`config.mk`:
```
export PLATFORM = sky130hd
export DESIGN_NAME = gpr_writeback_queue
export DESIGN_NICKNAME = d
export VERILOG_FILES = /design/src/rtl/gpr_writeback_queue.sv
export SDC_FILE = /design/constraint.sdc
export NUM_CORES = 1
export LEC_CHECK = 0
export CAP_MARGIN = 20
export CORE_MARGIN = 3
export CORE_UTILIZATION = 51
export DETAILED_ROUTE_END_ITERATION = 7
export GPL_TIMING_DRIVEN = 0
export PLACE_DENSITY = 0.88
export SETUP_SLACK_MARGIN = 0.02
export SKIP_LAST_GASP = 1
export SLEW_MARGIN = 15
export SYNTH_ARGS = -nofsm -noshare
export SYNTH_HDL_FRONTEND = slang
export SYNTH_SLANG_ARGS = --single-unit
```
`constraint.sdc`:
```
create_clock -name system_clock -period 2.5 [get_ports system_clock]
set_input_delay 0.375 -clock system_clock [delete_from_list [all_inputs] [get_ports system_clock]]
set_output_delay 0.375 -clock system_clock [all_outputs]
set_load 0.02 [all_outputs]
```
`src/rtl/gpr_writeback_queue.sv`:
```
// Purpose : in-order queue of register-file writes, drained one per cycle, with read-side forwarding.
// Latency : a request accepted at edge N reaches the write port in cycle N+1 at the earliest.
// Backpres: request_ready drops when full (a pop does not free space that cycle); write_stall holds the head.
//
// Ports:
//   system_clock / system_reset         rising-edge clock, synchronous active-high reset
//   request_valid/ready/address/data    write requests from writeback sources (address 0 is dropped)
//   write_stall                         register file write port busy this cycle
//   write_enable/address/data           register file write port
//   lookup_address_N -> lookup_hit_N / lookup_data_N   forwarding of still-queued data (youngest match)
//   occupancy                           number of valid entries
module gpr_writeback_queue #(
    parameter int REGISTER_SIZE  = 32,
    parameter int REGISTER_COUNT = 32,
    parameter int ADDRESS_SIZE   = $clog2(REGISTER_COUNT),
    parameter int DEPTH          = 4
) (
    input  logic                       system_clock,
    input  logic                       system_reset,
    input  logic                       request_valid,
    output logic                       request_ready,
    input  logic [ADDRESS_SIZE-1:0]    request_address,
    input  logic [REGISTER_SIZE-1:0]   request_data,
    input  logic                       write_stall,
    output logic                       write_enable,
    output logic [ADDRESS_SIZE-1:0]    write_address,
    output logic [REGISTER_SIZE-1:0]   write_data,
    input  logic [ADDRESS_SIZE-1:0]    lookup_address_1,
    input  logic [ADDRESS_SIZE-1:0]    lookup_address_2,
    output logic                       lookup_hit_1,
    output logic                       lookup_hit_2,
    output logic [REGISTER_SIZE-1:0]   lookup_data_1,
    output logic [REGISTER_SIZE-1:0]   lookup_data_2,
    output logic [$clog2(DEPTH+1)-1:0] occupancy
);

    localparam int PTR_W = $clog2(DEPTH);
    localparam int CNT_W = $clog2(DEPTH + 1);

    typedef struct packed {
        logic [ADDRESS_SIZE-1:0]  address;
        logic [REGISTER_SIZE-1:0] data;
    } entry_t;

    entry_t            storage [DEPTH];
    logic [PTR_W-1:0]  head;
    logic [PTR_W-1:0]  tail;
    logic [CNT_W-1:0]  count;

    logic              push;
    logic              pop;
    logic              not_empty;
    logic [PTR_W-1:0]  idx;

    assign not_empty     = (count != '0);
    assign request_ready = (count != CNT_W'(DEPTH));
    // Writes to r0 complete the handshake but are never queued.
    assign push          = request_valid && request_ready && (request_address != '0);
    assign pop           = write_enable;

    assign write_enable  = not_empty && !write_stall;
    assign write_address = not_empty ? storage[head].address : '0;
    assign write_data    = not_empty ? storage[head].data    : '0;
    assign occupancy     = count;

    always_ff @(posedge system_clock) begin
        if (system_reset) begin
            head  <= '0;
            tail  <= '0;
            count <= '0;
        end else begin
            if (push) begin
                tail <= tail + PTR_W'(1);
            end
            if (pop) begin
                head <= head + PTR_W'(1);
            end
            case ({push, pop})
                2'b10:   count <= count + CNT_W'(1);
                2'b01:   count <= count - CNT_W'(1);
                default: count <= count;
            endcase
        end
    end

    // Entry contents need no reset; only the pointers define validity.
    always_ff @(posedge system_clock) begin
        if (push) begin
            storage[tail] <= '{address: request_address, data: request_data};
        end
    end

    // Walk valid entries from oldest (head) to youngest so the last match wins,
    // independent of where the buffer has wrapped. The head is included even
    // while it is being popped, since the register file only updates at the edge.
    always_comb begin
        lookup_hit_1  = 1'b0;
        lookup_hit_2  = 1'b0;
        lookup_data_1 = '0;
        lookup_data_2 = '0;
        idx           = '0;
        for (int i = 0; i < DEPTH; i++) begin
            idx = head + PTR_W'(i);
            if (CNT_W'(i) < count) begin
                if ((lookup_address_1 != '0) && (storage[idx].address == lookup_address_1)) begin
                    lookup_hit_1  = 1'b1;
                    lookup_data_1 = storage[idx].data;
                end
                if ((lookup_address_2 != '0) && (storage[idx].address == lookup_address_2)) begin
                    lookup_hit_2  = 1'b1;
                    lookup_data_2 = storage[idx].data;
                end
            end
        end
    end

endmodule

```
==> metrics.cfg, run 1 <==
[logic_synthesis]
synth_flop_cell = edfxtp_1
synthArstFlopShare = 0
synth.distinct_cells = 45
synth.area.top_cells = edfxtp_1 (39%), mux4_2 (17%), mux2i_1 (3.4%)
synth.net_count = 1091
syn_avg_cell_area_um2 = 10.96
ys_ff_latch = 157
synth_top_cell_area_share = 0.3932
synth_warnings = 0
yosys.area.top_type = edfxtp_1
synth_edf_count = 148
netlist_instances = 1031
syn_area_um2 = 11300
seq_area_frac_synth = 0.4092

[placed_design]
port_buffers = 148
hpwlAfterDp_um = 27940
gp_congestion = 0.9485

[sta]
period_needed_ps = 3913
clock_skew_ps = 10.89
rsz0062_at_grt = yes
fin_crit_sh = 1.565
fmax_ghz = 0.2555
tightest_slew_ps = 881.6
relSlewSlack = 0.4123
hold_viol_final = 0
setup_violations = 98
fin_ws_ps = -1413
slew_viol_final = 0

[worst_setup_path]
cp.arrival_ps = 3540
endpoint_kind = output pin
rrSetupSlack_ps = 90
start_kind = flop
crit_type = flop to output pin
critical_path_required_ps = 2120
cp_max_fo = 10

[routing]
vias_per_cell = 7.907
drt_iter0_drc = 2198
drt_pass1_iterations = 8
ant_nets = 0
num_vias = 12240
finalWirelength_um = 51900
post_drt_wl_per_cell_um = 33.53
drc = 12

[grt]
antenna_found_initial = 2
grt_pass1_vias = 11727
grt_max_degree = 38
overflow = 0
grt_pass1_wl_um = 68660
grt.total_usage = 0.3760

[clock_tree]
h-tree-depth = 4
cts-root-buf = clkbuf_16
clock_path_buffers = 2
clkSlewWorstSetupHoldPaths_ps = 70
numCtsBuffers = 17
clk_latency_ps = 460
cts_tree = done
cts_num_sinks = 157

[pwr]
p_total_mw = 14.91
power_density_nw_per_um2 = 895.9
ir_drop_mv = 0.5899
p_leak_nw = 5.599

[floorplanning]
die_area_um2 = 23980
start_util = 0.5277
die_w_um = 154.9
ioPinCount = 159
core_um2 = 21420
rows = 53
die_y_um = 154.9

[finish]
fin_util = 0.7771
layout-drive-gt1-share = 0.4823
nNetsFinal = 1318
syn2layout_area_growth_pct = 47.28

[status]
failed_checks = design-rule violations, negative setup slack
status = finished, violations left

[run]
drv_cap = 0

[hold_path]
hp-class = input port to flop

-- registers in the layout, indices dropped and copies added, names as in the netlist, named ones only --
signal	count
occupancy	3
head	2
tail	2
storage	148
-- per-layer routing --
| layer | global-route usage | vias to the layer above | wire (um) |
|---|---|---|---|
| met5 | 0 | - | 0 |
| met4 | 0.2405 | 0 | 4900 |
| met3 | 0.1121 | 539 | 8176 |
| met2 | 0.5819 | 1542 | 22400 |
| met1 | 0.4618 | 5726 | 16420 |
| li1 | - | 4433 | - |
-- cell type report --
type	instances	area, um2
multi-input cells	721	7823
well taps	275	344.1
flip-flops and latches	157	4637
plain buffers	105	982.2
fillers	1071	4773
clock inverters	14	155.1
clock buffers	18	439.2
diodes	2	5.005
repair buffers	211	2092
inverters	45	168.9
-- worst paths after layout --
check                            startpoint                        end  depth (start not counted)
hold reg to reg        tail[1]$_SDFFE_PP0P_       tail[1]$_SDFFE_PP0P_                          2
setup / recovery       head[0]$_SDFFE_PP0P_          lookup_data_1[13]                         12
hold / removal                 system_reset       tail[1]$_SDFFE_PP0P_                          2
setup reg to reg  occupancy[0]$_SDFFE_PP0P_  occupancy[2]$_SDFFE_PP0P_                         10
-- cells in the mapped netlist (all sizes together), types with 11 or more instances --
master  instances
a211oi         34
a21oi          11
a31oi          31
and2           31
buf            38
clkbuf         70
edfxtp        148
inv            45
mux2           33
mux2i          38
mux4           83
nand2          59
nor2           62
nor3           67
o21ai          89
o22ai          32
o311a          31
or3            33
xnor2          34
-- worst max-delay path, cell delays in order, from the launching register on --
cell and delay (ps):
dfxtp_2 360, buf_8 160, clkbuf_16 160, buf_4 200
mux2i_1 320, mux2_2 280, xor2_2 210, and4bb_4 330
buf_12 200, clkbuf_16 200, nor3_4 60, a211oi_4 340
buf_4 210
-- report_power, final --
part / switching (mW) / internal [mW] / total, mW
clock network: 1.22 / 1.52 / 2.74
logic: 5.30 / 3.49 / 8.79
registers: 0.227 / 3.16 / 3.39
total: 6.75 / 8.17 / 14.9
-- placed cells by master (no fill, tap or decap), drive strengths merged, types with 2 or more instances in the layout --
cell type and instances:
nand2 59, a211oi 34, nand4b 2, nor2b 7, clkinvlp 2, edfxtp 148
dlygate4sd2 5, o21ai 89, nor2 62, dfxtp 9, bufinv 2, a21oi 11
diode 2, o311a 31, a31oi 31, nor3b 2, or3 33, or2 2
buf 200, ha 9, xor2 8, clkdlybuf4s50 44, and2 31, clkinv 4
o211ai 3, mux2 33, o22ai 32, nand4 7, clkbuf 83, nor3 67
xnor2 34, or4 2, a311oi 2, inv 51, mux2i 38, mux4 83
-- per-stage QoR --
stage | worst slack (ps) | hold WS, ps | instance area [um2] | TNS [ps] | instances
final | -1413 | 312.3 | 16650 | -84020 | 1548
after global routing | -1415 | 339.6 | 16640 | -86210 | 1546
after CTS | -1119 | 299.4 | 15880 | -69580 | 1521
after detailed placement | -1662 | 569.3 | 14660 | -171360 | 1454
after global placement | -1702 | 537.9 | 14660 | -167560 | 1454
after floorplan | -318.1 | 473.9 | 12840 | -16610 | 1031
-- logic make-up after synthesis --
group                      synth area share
and+or+nand+nor                      0.1247
DFF                                  0.4092
AOI/OAI and AO/OA                    0.1340
adders and majority gates          0.009964
muxes                                0.2319
buffers and inverters               0.05779
xor gates and xnor gates            0.03255
-- what timing repair did --
action                                 4_1_cts  5_1_grt
endpoints found under the hold margin        0        0
setup endpoints to repair                  252      252
resized for setup                          620      165
hold buffers                                 0        0
cloned                                       4        8
pin swaps                                   25       26
buffers inserted                            33       18
No activity file was read; power rests on OpenSTA's default activity.
==> inputs of run 2 (changes only) <==
--- a/config.mk
+++ b/config.mk
@@ -7,10 +7,11 @@
 export LEC_CHECK = 0
 export CAP_MARGIN = 20
 export CORE_MARGIN = 3
-export CORE_UTILIZATION = 51
+export CORE_UTILIZATION = 55
 export DETAILED_ROUTE_END_ITERATION = 7
+export DONT_BUFFER_PORTS = 1
 export GPL_TIMING_DRIVEN = 0
-export PLACE_DENSITY = 0.88
+export PLACE_DENSITY = 0.83
 export SETUP_SLACK_MARGIN = 0.02
 export SKIP_LAST_GASP = 1
 export SLEW_MARGIN = 15
==> run 2 against run 1 <==
  * The flow still finishes with violations (design-rule violations, negative setup slack)
  * Utilization shrank 0.78 points
  * Largest cell class unchanged
  * Sequential cell count stayed put
  * Critical path depth is 1 lower
==> metrics.cfg, run 2 (synthesized netlist as in run 1, its figures left out) <==
[worst_setup_path]
reg2regPathDepth = 9  ; -1
critical_path_required_ps = 2120  ; about the same
cp.arrival_ps = 3400  ; -140 ps
endpoint = lookup_data_1[18]
crit_chain = buf_8 -> buf_8 -> buf_4 -> mux4_2 -> xnor2_2 -> nand4_1 -> buf_4 -> nor4b_4 -> nor2_4 -> clkbuf_16 -> a211oi_4
cp.depth = 11  ; -1
worstReg2RegStart = occupancy[0]$_SDFFE_PP0P_
crit_type = flop to output pin
crit_start = head[0]$_SDFFE_PP0P_
critical-path-max-stage-delay_ps = 560  ; +200 ps
cp_slowest_cell = mux4_2
start_kind = flop
rrSetupSlack_ps = 90  ; about the same
cp_max_fo = 10  ; unchanged
endpoint_kind = output pin
crit_family = buffers and inverters
r2r_end = occupancy[2]$_SDFFE_PP0P_
path_buf_inv = 5  ; -1

[hold_path]
hp-class = input port to flop

[placed_design]
gp_congestion = 0.9567  ; +0.86%
preCtsSetupSlack_ps = -1043  ; +619.1 ps
dp.cells = 1296  ; -11%
hpwlAfterDp_um = 26280  ; -5.9%
placed_area_um2 = 13170  ; -10%
port_buffers = 0  ; -100%

[grt]
grt_pass1_wl_um = 62410  ; -9.1%
antenna_found_initial = 0  ; -2
grt_max_degree = 20  ; -47%
grt.total_usage = 0.3760  ; about the same
grt_pass1_vias = 10302  ; -12%
overflow = 0  ; unchanged

[finish]
stdcell_area_um2 = 15270  ; -8.3%
nFillCells = 1030  ; -3.8%
largest_reg_flops = 148  ; unchanged
top_register = storage
layout-drive-gt1-share = 0.4236  ; -0.05870
final_cell_mix = edfxtp_1 (148), mux4_2 (83), nand2_1 (59)
final_common_cell = edfxtp_1
final_cells = 1385  ; -11%
syn2layout_area_growth_pct = 35.08
nNetsFinal = 1166  ; -12%

[sta]
hold_viol_final = 0  ; unchanged
fmax_ghz = 0.2648  ; +3.6%
rsz0062_at_grt = yes
fin_ws_ps = -1276  ; +136.9 ps
clock_skew_ps = 9.139  ; -1.755 ps
tightest_slew_ps = 844.8  ; -36.78 ps
period_needed_ps = 3776  ; -136.9 ps
setup_violations = 71  ; -28%
hold_slack_ps = 26.17  ; -286.1 ps
slew_viol_final = 0  ; unchanged
fin_crit_sh = 1.511  ; -0.05475
relSlewSlack = 0.4368  ; +0.02452

[clock_tree]
clk_latency_ps = 440  ; -20 ps
clkSlewWorstSetupHoldPaths_ps = 70  ; about the same
cts_tree = done
numCtsBuffers = 17  ; unchanged
cts_num_sinks = 157  ; unchanged
cts-root-buf = clkbuf_16
clock_path_buffers = 2  ; unchanged
h-tree-depth = 4  ; unchanged

[pwr]
cell_internal_pwr_mw = 7.356  ; -9.9%
p_sw_mw = 6.349  ; -5.9%
p_leak_nw = 4.832  ; -14%
power_density_nw_per_um2 = 897.7  ; +0.20%
combPwrFrac = 0.565  ; -0.024
ir_drop_mv = 0.5506  ; -6.7%
switching_share = 0.4633  ; +0.01086
p_clk_frac = 0.187  ; +0.004
power_frac_seq = 0.248  ; +0.021

[status]
status = finished, violations left
failed_checks = design-rule violations, negative setup slack

[routing]
num_vias = 11033  ; -9.9%
drt_iter0_drc = 2079  ; -5.4%
drt_pass1_iterations = 8  ; unchanged
finalWirelength_um = 46240  ; -11%
drc = 14  ; +2
vias_per_cell = 7.966  ; +0.75%
post_drt_wl_per_cell_um = 33.39  ; -0.42%
ant_nets = 0  ; unchanged

[floorplanning]
die_w_um = 149.4  ; -3.6%
core_um2 = 19850  ; -7.3%
rows = 51  ; -3.8%
die_area_um2 = 22310  ; -7.0%
die_y_um = 149.4  ; -3.6%
start_util = 0.5695  ; +0.04185
ioPinCount = 159  ; unchanged

[run]
drv_cap = 0  ; unchanged

## run 2: cell count changes in the layout (fill, tap and decap cells not counted), moves of 23 or more
| cell | change |
|---|---|
| nor2_1 | -27 |
| nor2_4 | +27 |
| buf_6 | -41 |
| inv_2 | -27 |
| buf_4 | -38 |
| buf_2 | -23 |
| inv_1 | +27 |
| clkdlybuf4s50_1 | -44 |
## run 2: layout make-up
cell class              count  area, um2  share of cell area
diodes                      1      2.502           0.0001639
plain buffers             104      918.4             0.06015
clock buffers              17      425.4             0.02786
clock inverters            15      152.6            0.009998
inverters                  45      168.9             0.01106
multi-input cells         725       7970              0.5220
flip-flops and latches    157       4636              0.3036
well taps                 265      331.6             0.02172
repair buffers             56      661.9             0.04335
## run 2: stage by stage
| stage | util | TNS, ps | power, mW |
|---|---|---|---|
| 3_5_place_dp | 0.6636 | -146690 | 9.500 |
| 4_1_cts | 0.7316 | -67830 | 12.85 |
| 6_report | 0.7693 | -76840 | 13.70 |
| 2_1_floorplan | - | -16610 | 8.109 |
| 5_1_grt | 0.7692 | -78490 | 14.04 |
| 3_3_place_gp | 0.6636 | -133250 | 9.371 |
## run 2: how the worst min path moves through the flow
stage / slack [ps] / to / depth (start not counted) / from
2_1_floorplan: 470 / storage[0][0]$_DFFE_PP_ / 0 / request_data[0]
3_3_place_gp: 470 / storage[1][10]$_DFFE_PP_ / 0 / request_data[10]
3_5_place_dp: 470 / storage[3][10]$_DFFE_PP_ / 0 / request_data[10]
4_1_cts: 20 / storage[1][26]$_DFFE_PP_ / 0 / request_data[26]
5_1_grt: 20 / storage[0][26]$_DFFE_PP_ / 0 / request_data[26]
6_report: 30 / storage[1][26]$_DFFE_PP_ / 0 / request_data[26]
## run 2: routing by layer
metal | up-vias | GRT usage | part of all wire
met5 | - | 0 | 0
li1 | 4143 | - | -
met4 | 0 | 0.2059 | 0.080
met1 | 5205 | 0.4610 | 0.32
met2 | 1312 | 0.5738 | 0.44
met3 | 373 | 0.1480 | 0.16
## run 2: repair_timing
| action | in CTS | in global routing |
|---|---|---|
| endpoints found under the setup margin | 255 | 115 |
| buffers inserted | 21 | 26 |
| pin swaps | 42 | 36 |
| hold buffers | 0 | 0 |
| resized for setup | 152 | 75 |
| cloned | 5 | 10 |
## run 2: power groups by stage
| stage | registers (mW) | logic (mW) | clock network [mW] |
|---|---|---|---|
| after floorplan | 3.33 | 4.78 | 0 |
| after global placement | 3.37 | 6.00 | 0 |
| after detailed placement | 3.39 | 6.11 | 0 |
| after CTS | 3.35 | 6.94 | 2.55 |
| after global routing | 3.40 | 7.97 | 2.67 |
| final | 3.39 | 7.75 | 2.57 |
